$ cat config.mk
export PLATFORM = sky130hd
export DESIGN_NAME = niosii_onchip_mem_burst_adapter_flat
export DESIGN_NICKNAME = d
export VERILOG_FILES = /design/src/rtl/niosii_onchip_mem_burst_adapter_if.sv /design/src/rtl/niosii_onchip_mem_burst_adapter.sv /design/src/flat_wrapper.sv
export SDC_FILE = /design/constraint.sdc
export NUM_CORES = 1
export LEC_CHECK = 0
export ABC_AREA = 1
export CAP_MARGIN = 10
export CORE_ASPECT_RATIO = 0.5
export CORE_MARGIN = 2
export CORE_UTILIZATION = 42
export DETAILED_ROUTE_END_ITERATION = 6
export PLACE_DENSITY = 0.78
export SLEW_MARGIN = 20
export SYNTH_ARGS = -nofsm -noshare
export SYNTH_HDL_FRONTEND = slang
export SYNTH_SLANG_ARGS = --single-unit
$ cat constraint.sdc
create_clock -name clk -period 2.4 [get_ports clk]
set_clock_uncertainty 0.1 [all_clocks]
set_input_delay 0.48 -clock clk [delete_from_list [all_inputs] [get_ports clk]]
set_output_delay 0.48 -clock clk [all_outputs]
set_load 0.05 [all_outputs]
$ cat src/rtl/niosii_onchip_mem_burst_adapter_if.sv
// Avalon-MM bursting slave bundle between the Nios II data master and the
// on-chip RAM burst adapter.
//   master : drives address/byteenable/burstcount/read/write/writedata,
//            observes waitrequest/readdata/readdatavalid
//   slave  : the adapter side (mirror image)
interface niosii_onchip_mem_burst_adapter_if #(
  parameter int ADDR_W  = 14,
  parameter int DATA_W  = 32,
  parameter int BURST_W = 5
) ();
  logic [ADDR_W-1:0]   avs_address;
  logic [DATA_W/8-1:0] avs_byteenable;
  logic [BURST_W-1:0]  avs_burstcount;
  logic                avs_read;
  logic                avs_write;
  logic [DATA_W-1:0]   avs_writedata;
  logic                avs_waitrequest;
  logic [DATA_W-1:0]   avs_readdata;
  logic                avs_readdatavalid;

  modport master (
    output avs_address, avs_byteenable, avs_burstcount, avs_read, avs_write, avs_writedata,
    input  avs_waitrequest, avs_readdata, avs_readdatavalid
  );
  modport slave (
    input  avs_address, avs_byteenable, avs_burstcount, avs_read, avs_write, avs_writedata,
    output avs_waitrequest, avs_readdata, avs_readdatavalid
  );
endinterface

$ cat src/rtl/niosii_onchip_mem_burst_adapter.sv
// Burst-to-single-beat adapter in front of the single-port on-chip RAM
// (1-cycle read latency, unregistered q).
//   clk, reset   : clock, synchronous active-high reset
//   reset_req    : freezes the whole block (waitrequest high, no RAM access)
//   avs          : Avalon-MM bursting slave (interface, slave modport)
//   mem_*        : RAM address/byteenable/chipselect/write/writedata/clken, q in
//   oor_flag     : sticky, set by any beat addressing at or beyond DEPTH
// Reads return with a fixed 2-cycle latency from issue; out-of-range reads
// still return a beat, with data forced to zero.
module niosii_onchip_mem_burst_adapter #(
  parameter int ADDR_W  = 14,
  parameter int DATA_W  = 32,
  parameter int DEPTH   = 12000,
  parameter int BURST_W = 5
) (
  input  logic                clk,
  input  logic                reset,
  input  logic                reset_req,
  niosii_onchip_mem_burst_adapter_if.slave avs,
  output logic [ADDR_W-1:0]   mem_address,
  output logic [DATA_W/8-1:0] mem_byteenable,
  output logic                mem_chipselect,
  output logic                mem_write,
  output logic [DATA_W-1:0]   mem_writedata,
  output logic                mem_clken,
  input  logic [DATA_W-1:0]   mem_readdata,
  output logic                oor_flag
);
  localparam logic [ADDR_W:0] DEPTH_L = (ADDR_W+1)'(DEPTH);

  typedef enum logic [1:0] {IDLE, WBURST, RBURST} state_t;

  state_t              state_q, state_d;
  logic [ADDR_W-1:0]   cur_addr_q, cur_addr_d, last_addr_q;
  logic [BURST_W-1:0]  rem_q, rem_d, bc_m1;
  logic                beat_vld, beat_wr, beat_in_rng;
  logic [ADDR_W-1:0]   beat_addr;
  logic [2:1]          vld_pipe;   // [1]=read pending at RAM, [2]=readdatavalid
  logic                pend_oor;
  logic [DATA_W-1:0]   rdata_q;
  logic                oor_q;

  // burstcount 0 is a single beat
  assign bc_m1 = (avs.avs_burstcount == '0) ? '0 : avs.avs_burstcount - 1'b1;

  always_comb begin
    state_d    = state_q;
    cur_addr_d = cur_addr_q;
    rem_d      = rem_q;
    beat_vld   = 1'b0;
    beat_wr    = 1'b0;
    beat_addr  = cur_addr_q;
    if (!reset && !reset_req) begin
      unique case (state_q)
        IDLE: begin
          // write has priority when both commands are presented
          if (avs.avs_write || avs.avs_read) begin
            beat_vld   = 1'b1;
            beat_wr    = avs.avs_write;
            beat_addr  = avs.avs_address;
            cur_addr_d = avs.avs_address + 1'b1;
            rem_d      = bc_m1;
            if (bc_m1 != '0) state_d = avs.avs_write ? WBURST : RBURST;
          end
        end
        WBURST: begin
          if (avs.avs_write) begin
            beat_vld   = 1'b1;
            beat_wr    = 1'b1;
            cur_addr_d = cur_addr_q + 1'b1;
            rem_d      = rem_q - 1'b1;
            if (rem_q == BURST_W'(1)) state_d = IDLE;
          end
        end
        RBURST: begin
          beat_vld   = 1'b1;
          cur_addr_d = cur_addr_q + 1'b1;
          rem_d      = rem_q - 1'b1;
          if (rem_q == BURST_W'(1)) state_d = IDLE;
        end
        default: state_d = IDLE;
      endcase
    end
  end

  assign beat_in_rng = ({1'b0, beat_addr} < DEPTH_L);

  // When no beat is issued the RAM keeps seeing the last issued address, so
  // its registered q stays valid for a read that is held across reset_req.
  assign mem_address    = beat_vld ? beat_addr : last_addr_q;
  assign mem_byteenable = beat_wr ? avs.avs_byteenable : '1;
  assign mem_writedata  = avs.avs_writedata;
  assign mem_chipselect = beat_vld & beat_in_rng;
  assign mem_write      = beat_vld & beat_wr & beat_in_rng;
  assign mem_clken      = 1'b1;

  always_ff @(posedge clk) begin
    if (reset) begin
      state_q     <= IDLE;
      cur_addr_q  <= '0;
      last_addr_q <= '0;
      rem_q       <= '0;
      vld_pipe    <= '0;
      pend_oor    <= 1'b0;
      rdata_q     <= '0;
      oor_q       <= 1'b0;
    end else if (!reset_req) begin
      state_q    <= state_d;
      cur_addr_q <= cur_addr_d;
      rem_q      <= rem_d;
      if (beat_vld) last_addr_q <= beat_addr;
      vld_pipe[1] <= beat_vld & ~beat_wr;
      vld_pipe[2] <= vld_pipe[1];
      pend_oor    <= ~beat_in_rng;
      if (vld_pipe[1]) rdata_q <= pend_oor ? '0 : mem_readdata;
      if (beat_vld && !beat_in_rng) oor_q <= 1'b1;
    end
  end

  // A held valid must not be seen more than once, so mask it while frozen.
  assign avs.avs_readdatavalid = vld_pipe[2] & ~reset_req & ~reset;
  assign avs.avs_readdata      = rdata_q;
  assign avs.avs_waitrequest   = reset_req | (state_q == RBURST);
  assign oor_flag              = oor_q;
endmodule
$ cat src/flat_wrapper.sv
// flat-port wrapper written by rule: the top's interface ports become plain ports
module niosii_onchip_mem_burst_adapter_flat 
#(
  parameter int ADDR_W  = 14,
  parameter int DATA_W  = 32,
  parameter int DEPTH   = 12000,
  parameter int BURST_W = 5
)
  (clk, reset, reset_req, mem_address, mem_byteenable, mem_chipselect, mem_write, mem_writedata, mem_clken, mem_readdata, oor_flag, avs_avs_address, avs_avs_byteenable, avs_avs_burstcount, avs_avs_read, avs_avs_write, avs_avs_writedata, avs_avs_waitrequest, avs_avs_readdata, avs_avs_readdatavalid);
  niosii_onchip_mem_burst_adapter_if #(.ADDR_W(ADDR_W), .DATA_W(DATA_W), .BURST_W(BURST_W)) avs_i ();
  input  logic clk;
  input  logic reset;
  input  logic reset_req;
  output logic [ADDR_W-1:0] mem_address;
  output logic [DATA_W/8-1:0] mem_byteenable;
  output logic mem_chipselect;
  output logic mem_write;
  output logic [DATA_W-1:0] mem_writedata;
  output logic mem_clken;
  input  logic [DATA_W-1:0] mem_readdata;
  output logic oor_flag;
  input wire logic [$bits(avs_i.avs_address)-1:0] avs_avs_address;
  input wire logic [$bits(avs_i.avs_byteenable)-1:0] avs_avs_byteenable;
  input wire logic [$bits(avs_i.avs_burstcount)-1:0] avs_avs_burstcount;
  input wire logic [$bits(avs_i.avs_read)-1:0] avs_avs_read;
  input wire logic [$bits(avs_i.avs_write)-1:0] avs_avs_write;
  input wire logic [$bits(avs_i.avs_writedata)-1:0] avs_avs_writedata;
  output wire logic [$bits(avs_i.avs_waitrequest)-1:0] avs_avs_waitrequest;
  output wire logic [$bits(avs_i.avs_readdata)-1:0] avs_avs_readdata;
  output wire logic [$bits(avs_i.avs_readdatavalid)-1:0] avs_avs_readdatavalid;
  assign avs_i.avs_address = avs_avs_address;
  assign avs_i.avs_byteenable = avs_avs_byteenable;
  assign avs_i.avs_burstcount = avs_avs_burstcount;
  assign avs_i.avs_read = avs_avs_read;
  assign avs_i.avs_write = avs_avs_write;
  assign avs_i.avs_writedata = avs_avs_writedata;
  assign avs_avs_waitrequest = avs_i.avs_waitrequest;
  assign avs_avs_readdata = avs_i.avs_readdata;
  assign avs_avs_readdatavalid = avs_i.avs_readdatavalid;
  niosii_onchip_mem_burst_adapter #(.ADDR_W(ADDR_W), .DATA_W(DATA_W), .DEPTH(DEPTH), .BURST_W(BURST_W)) u_core (.clk(clk), .reset(reset), .reset_req(reset_req), .avs(avs_i), .mem_address(mem_address), .mem_byteenable(mem_byteenable), .mem_chipselect(mem_chipselect), .mem_write(mem_write), .mem_writedata(mem_writedata), .mem_clken(mem_clken), .mem_readdata(mem_readdata), .oor_flag(oor_flag));
endmodule
# Word-level counts from Yosys, hierarchy flattened
# Cells that the tools add are included.
# op_classes
n_reduce_logical	14
div_mod_pow	0
magnitude_cmp	1
muxes	26
n_shift	0
eq_ne	6
n_bitwise	11
addsub	4
mul	0
# ops
cell	n
14-bit 2-to-1 mux	6
14-bit case mux with 3 select lines	1
32-bit 2-to-1 mux	1
14-bit by 1-bit adder with 14-bit output (second input constant)	2
5-bit 2-to-1 mux	3
5-bit case mux with 3 select lines	1
14-bit less-than comparator (second input constant)	1
2-bit 2-to-1 mux	5
5-bit AND reduction	2
5-bit by 1-bit subtractor with 5-bit output (second input constant)	2
1-bit bitwise AND	6
2-bit case mux with 3 select lines	1
5-bit by 1-bit equality test with 1-bit output (second input constant)	1
5-bit zero test	1
1-bit 2-to-1 mux	5
5-bit nonzero test	1
4-bit 2-to-1 mux	1
2-bit by 1-bit != test with 1-bit output (second input constant)	2
1-bit inverter	4
2-bit AND reduction	2
1-bit zero test	3
1-bit case mux with 3 select lines	1
3-bit nonzero test	1
2-bit by 1-bit equality test with 1-bit output (second input constant)	1
other kinds (7)	8
# word_totals
out_inout_bits	88
mem_bits_rw	0
latch_bits	0
input_bits	92
register_bits	71
mem_bits_ro	0
n_memories	0
word_cells	70

# Longest topological paths before layout
# depth
word_depth	8
mapped_depth	16
mapped_depth_nobuf	14

# Least setup slack after synthesis
# Ideal clock, no wire load.
# synth_timing
path_type	in2out
startpoint	input port reset
endpoint	output port mem_chipselect
t_required_ns	1.820
setup_slack_ns	-0.359
arrival_ns	2.179
n_path_buf	2
path_stages	13
path_cell_list	buf_2 nor2_4 nand3_2 buf_6 nand2_1 nand2_1 nand3_1 nand2_1 nand2_1 nand2_1 nand2_1 inv_2 nor2_1
# synth_between
elab_chain_cells	5
elab_cells_between_ends	6
classes_between	order compare (1); mux (2); bitwise (1); reduce/logical (2)
# synth_lines
element	line	source
start: declaration	flat_wrapper.sv:12	input logic reset;
1-bit zero test *	niosii_onchip_mem_burst_adapter.sv:53	if (!reset && !reset_req) begin
1-bit logical AND *	niosii_onchip_mem_burst_adapter.sv:53	
14-bit 2-to-1 mux	niosii_onchip_mem_burst_adapter.sv:53	
14-bit less-than comparator	niosii_onchip_mem_burst_adapter.sv:86	assign beat_in_rng = ({1'b0, beat_addr} < DEPTH_L);
1-bit bitwise AND *	niosii_onchip_mem_burst_adapter.sv:93	assign mem_chipselect = beat_vld & beat_in_rng;
end: declaration	flat_wrapper.sv:16	output logic mem_chipselect;
# Mark *: on every way between the ends. The rest lies on a longest branch, timed or not.

# Worst setup path after layout
# layout_timing
startpoint	register u_core.state_q[0]
endpoint	output port mem_write
# layout_between
elab_chain_cells	5
elab_cells_between_ends	12
classes_between	order compare (1); eq/ne (2); mux (6); bitwise (2); reduce/logical (1)
# layout_lines
element	line	source
start: declaration	niosii_onchip_mem_burst_adapter.sv:33	state_t state_q, state_d;
start signal: assignment	niosii_onchip_mem_burst_adapter.sv:108	state_q <= state_d;
2-bit zero test (tied with other cells)	niosii_onchip_mem_burst_adapter.sv:54	unique case (state_q)
14-bit 2-to-1 mux (tied with other cells)	niosii_onchip_mem_burst_adapter.sv:54	
14-bit 2-to-1 mux / 1-bit 2-to-1 mux (equally long branches)	niosii_onchip_mem_burst_adapter.sv:53	
14-bit less-than comparator / 1-bit bitwise AND (equally long branches)	niosii_onchip_mem_burst_adapter.sv:86, niosii_onchip_mem_burst_adapter.sv:94	
1-bit bitwise AND *	niosii_onchip_mem_burst_adapter.sv:94	assign mem_write = beat_vld & beat_wr & beat_in_rng;
end: declaration	flat_wrapper.sv:17	output logic mem_write;
# Marked as above.

==> results.py <==
metrics = {
    "route": {
        "route.met3.wl_um": 1447,
        "top_layer": "met4",
        "via_per_inst": 5.522,
        "wire_per_inst_um": 18.14,
        "vias": 4859,
        "wl_met1_um": 5772,
        "drc_errors": 0,
        "wirelength_um": 15970,
        "drt_iter0_markers": 417,
        "wl_met2_um": 7703,
        "first_pass_iters": 5,
        "ant_nets": 0,
    },
    "timing": {
        "grt_setup_unrepaired": "true",
        "tightest_slew_ns": 0.7488,
        "max_freq_mhz": 348.0,
        "final_hold_viol_count": 0,
        "relSlewSlack_pct": 50.08,
        "setup_viol_count_final": 31,
        "post-route-period-util_pct": 119.7,
        "fin_ws_ns": -0.4736,
        "min_period_ns": 2.874,
        "slew_viol_final": 0,
        "whs_ns": 0.3611,
    },
    "worst_hold_path": {
        "min_path_cells": 2,
        "hold-path-endpoint": "u_core.avs.avs_readdata[28]",
        "timing.hold.worst.start": "u_core.avs.avs_readdata[28]",
        "hold_path_class": "reg -> reg",
    },
    "grt": {
        "grt_max_degree": 64,
        "grt_pass1_vias": 4229,
        "grt-ovfl-total": 0,
        "antenna_found_initial": 0,
        "grt_pass1_wl_um": 20280,
        "grt_util_all_layers_pct": 24.81,
    },
    "power": {
        "peakVddDrop_uv": 394.7,
        "cellLeakagePower_nw": 2.950,
        "cellPowerDensity_nw_per_um2": 570.6,
    },
    "critical_path": {
        "crit_slowest_cell": "dfxtp_2",
        "cp.required_ns": 1.82,
        "worstRegToRegCells": 22,
        "reg2reg_to": "u_core.last_addr_q[11]",
        "path_class": "reg -> out",
        "crit_path_max_fanout": 6,
        "crit_chain": "inv_2 > buf_6 > ha_4 > buf_12 > nand3_4 > o21ai_2 > nor2_2 > nand2_2 > nand2_2 > nand2_4 > inv_4 > nor3_4 > buf_12",
        "end_kind": "primary output",
        "regToRegSetupSlack_ns": -0.43,
        "startpoint_type": "flop",
        "crit_path_max_incr_delay_ns": 0.34,
        "crit_buf_inv": 5,
        "regToRegStartpoint": "u_core.state_q[0]",
        "critPathTopFamily": "simple AND/OR/NAND/NOR gates",
        "crit_arrival_ns": 2.29,
    },
    "cts": {
        "cts_buffers": 9,
        "ctsHoldBuffers": 0,
        "cts_tree": "yes",
        "insertion_delay_ns": 0.34,
        "cts_buffer_depth": 2,
        "htree_levels": 3,
        "clock-sinks": 71,
        "cts.clk_slew.worst_paths_ns": 0.06,
        "clockRootBuffer": "clkbuf_16",
    },
    "status": {
        "outcome": "finished, violations left",
        "failed_checks": "negative setup slack",
    },
    "die": {
        "start_util_pct": 44.40,
        "die-area_um2": 10270,
        "core-area_um2": 8919,
        "ios": 180,
        "fp-row-count": 24,
        "die_x_um": 141.3,
        "die_y_um": 72.66,
    },
    "yosys": {
        "syn_nets": 677,
        "netlist_instances": 577,
        "ys_seq_elements": 71,
        "synthTopCellsByArea": "dfxtp_1 36%, nand2_1 13%, a21oi_1 8.5%",
        "synth-simple-area-share_pct": 26.98,
        "yosys.area.top_type_share_pct": 35.89,
        "synth_top_family_by_area": "simple AND/OR/NAND/NOR gates",
        "synth_cell_type_count": 36,
        "synth_area_um2": 3960,
        "ys_warn_count": 0,
        "avgSynthCellArea_um2": 6.863,
        "synthAdderAreaFrac_pct": 2.528,
        "synth_mux_area_share_pct": 0,
        "yosysSeqAreaShare_pct": 35.89,
        "synth_area_leader_cell": "dfxtp_1",
        "synth_compound_area_share_pct": 15.92,
        "synth-xor-area-share_pct": 2.212,
    },
    "layout": {
        "diodes": 0,
        "layout_common_cells": "111 x nand2_1, 88 x clkdlybuf4s50_1, 88 x buf_4",
        "layout_commonest_cell": "nand2_1",
        "synthToLayoutAreaGrowth_pct": 74.15,
        "final.fill_count": 531,
        "nets": 860,
        "stdcell_area_um2": 6897,
        "drive_gt1_share_pct": 34.86,
    },
    "placed_design": {
        "io_buffers": 114,
        "dpl_cell_area_um2": 5440,
        "dp_hpwl_um": 7723,
        "gp_congestion": 0.8402,
    },
    "run": {
        "max_cap_viol_count": 0,
    },
}
[kinds of logic after synthesis]
family,after synthesis
AOI/OAI and AO/OA,120
xor gates and xnor gates,10
adders and majority gates,8
buffers and inverters,127
DFF,71
other,1
and+or+nand+nor,240
[layout make-up]
| class | instances | area [µm²] | area share, % |
|---|---|---|---|
| Clock buffer | 10 | 239.0 | 3.465 |
| Inverter | 66 | 267.8 | 3.882 |
| Timing Repair inverter | 1 | 16.27 | 0.2358 |
| Sequential cell | 71 | 1424 | 20.65 |
| Tap cell | 117 | 146.4 | 2.123 |
| Timing Repair Buffer | 231 | 2379 | 34.49 |
| Multi-Input combinational cell | 380 | 2377 | 34.47 |
| Clock inverter | 4 | 47.55 | 0.6894 |
[what timing repair did]
action                                 CTS  global route
resized for setup                      111            78
setup endpoints to repair               20            29
cloned                                   3             0
endpoints found under the hold margin    0             0
setup buffers                           45            21
pin swaps                               14            16
[routing by layer]
| layer | vias up | track usage [%] |
|---|---|---|
| met1 | 2217 | 29.14 |
| met3 | 117 | 6.037 |
| met2 | 337 | 43.80 |
| met5 | - | 0 |
| met4 | 0 | 11.33 |
| li1 | 2188 | - |
[stage by stage]
step | setup WS, ns | cells | TNS (ns) | power, W | utilization, %
after CTS | -0.3512 | 861 | -4.945 | 0.003705 | 72.17
final | -0.4736 | 880 | -9.163 | 0.003935 | 77.33
after floorplan | -0.1206 | 577 | -0.2033 | 0.001922 | -
after global routing | -0.5291 | 880 | -10.22 | 0.004044 | 77.33
after detailed placement | -0.5452 | 802 | -7.170 | 0.002183 | 61.00
after global placement | -0.5056 | 802 | -6.677 | 0.002172 | 61.00
[sequential cells by signal, indices dropped and copies added, names as in the netlist]
name                     flops
u_core.state_q               2
u_core.pend_oor              1
u_core.cur_addr_q           14
u_core.vld_pipe              2
u_core.avs.avs_readdata     32
u_core.oor_flag              1
u_core.rem_q                 5
u_core.last_addr_q          14
[synth_stat cells, drive strengths merged]
master	n
a21oi	69
and2	1
buf	49
clkbuf	12
clkinv	2
conb	1
dfxtp	71
ha	8
inv	64
nand2	137
nand3	52
nand4	6
nor2	30
nor3	5
nor3b	1
o211ai	2
o21a	2
o21ai	45
o21bai	2
or2	8
xnor2	1
xor2	9
[power by group]
group | switching [W] | total [W] | internal, W | leakage [nW]
clock network | 0.000520 | 0.00134 | 0.000818 | 0.140
registers | 0.0000363 | 0.00126 | 0.00123 | 0.577
logic | 0.000706 | 0.00133 | 0.000626 | 2.23
[worst max-delay path by stage]
stage	from	endpoint	slack (ns)	cells after the start
2_1_floorplan	reset	mem_write	-0.12	13
3_3_place_gp	avs_avs_write	mem_write	-0.51	14
3_5_place_dp	avs_avs_write	mem_write	-0.55	14
4_1_cts	u_core.state_q[0]	mem_write	-0.35	15
5_1_grt	u_core.state_q[0]	mem_write	-0.53	12
6_report	u_core.state_q[0]	mem_write	-0.47	13
[worst register-to-register path, delay by kind of cell, from the launching register on]
kind / cells / cell delay (ns)
buffers and inverters: 16 / 1.76
DFF: 1 / 0.36
and+or+nand+nor: 3 / 0.19
AOI/OAI and AO/OA: 2 / 0.21
adders and majority gates: 1 / 0.15
Note: power is estimated with default switching activity, not from simulation.
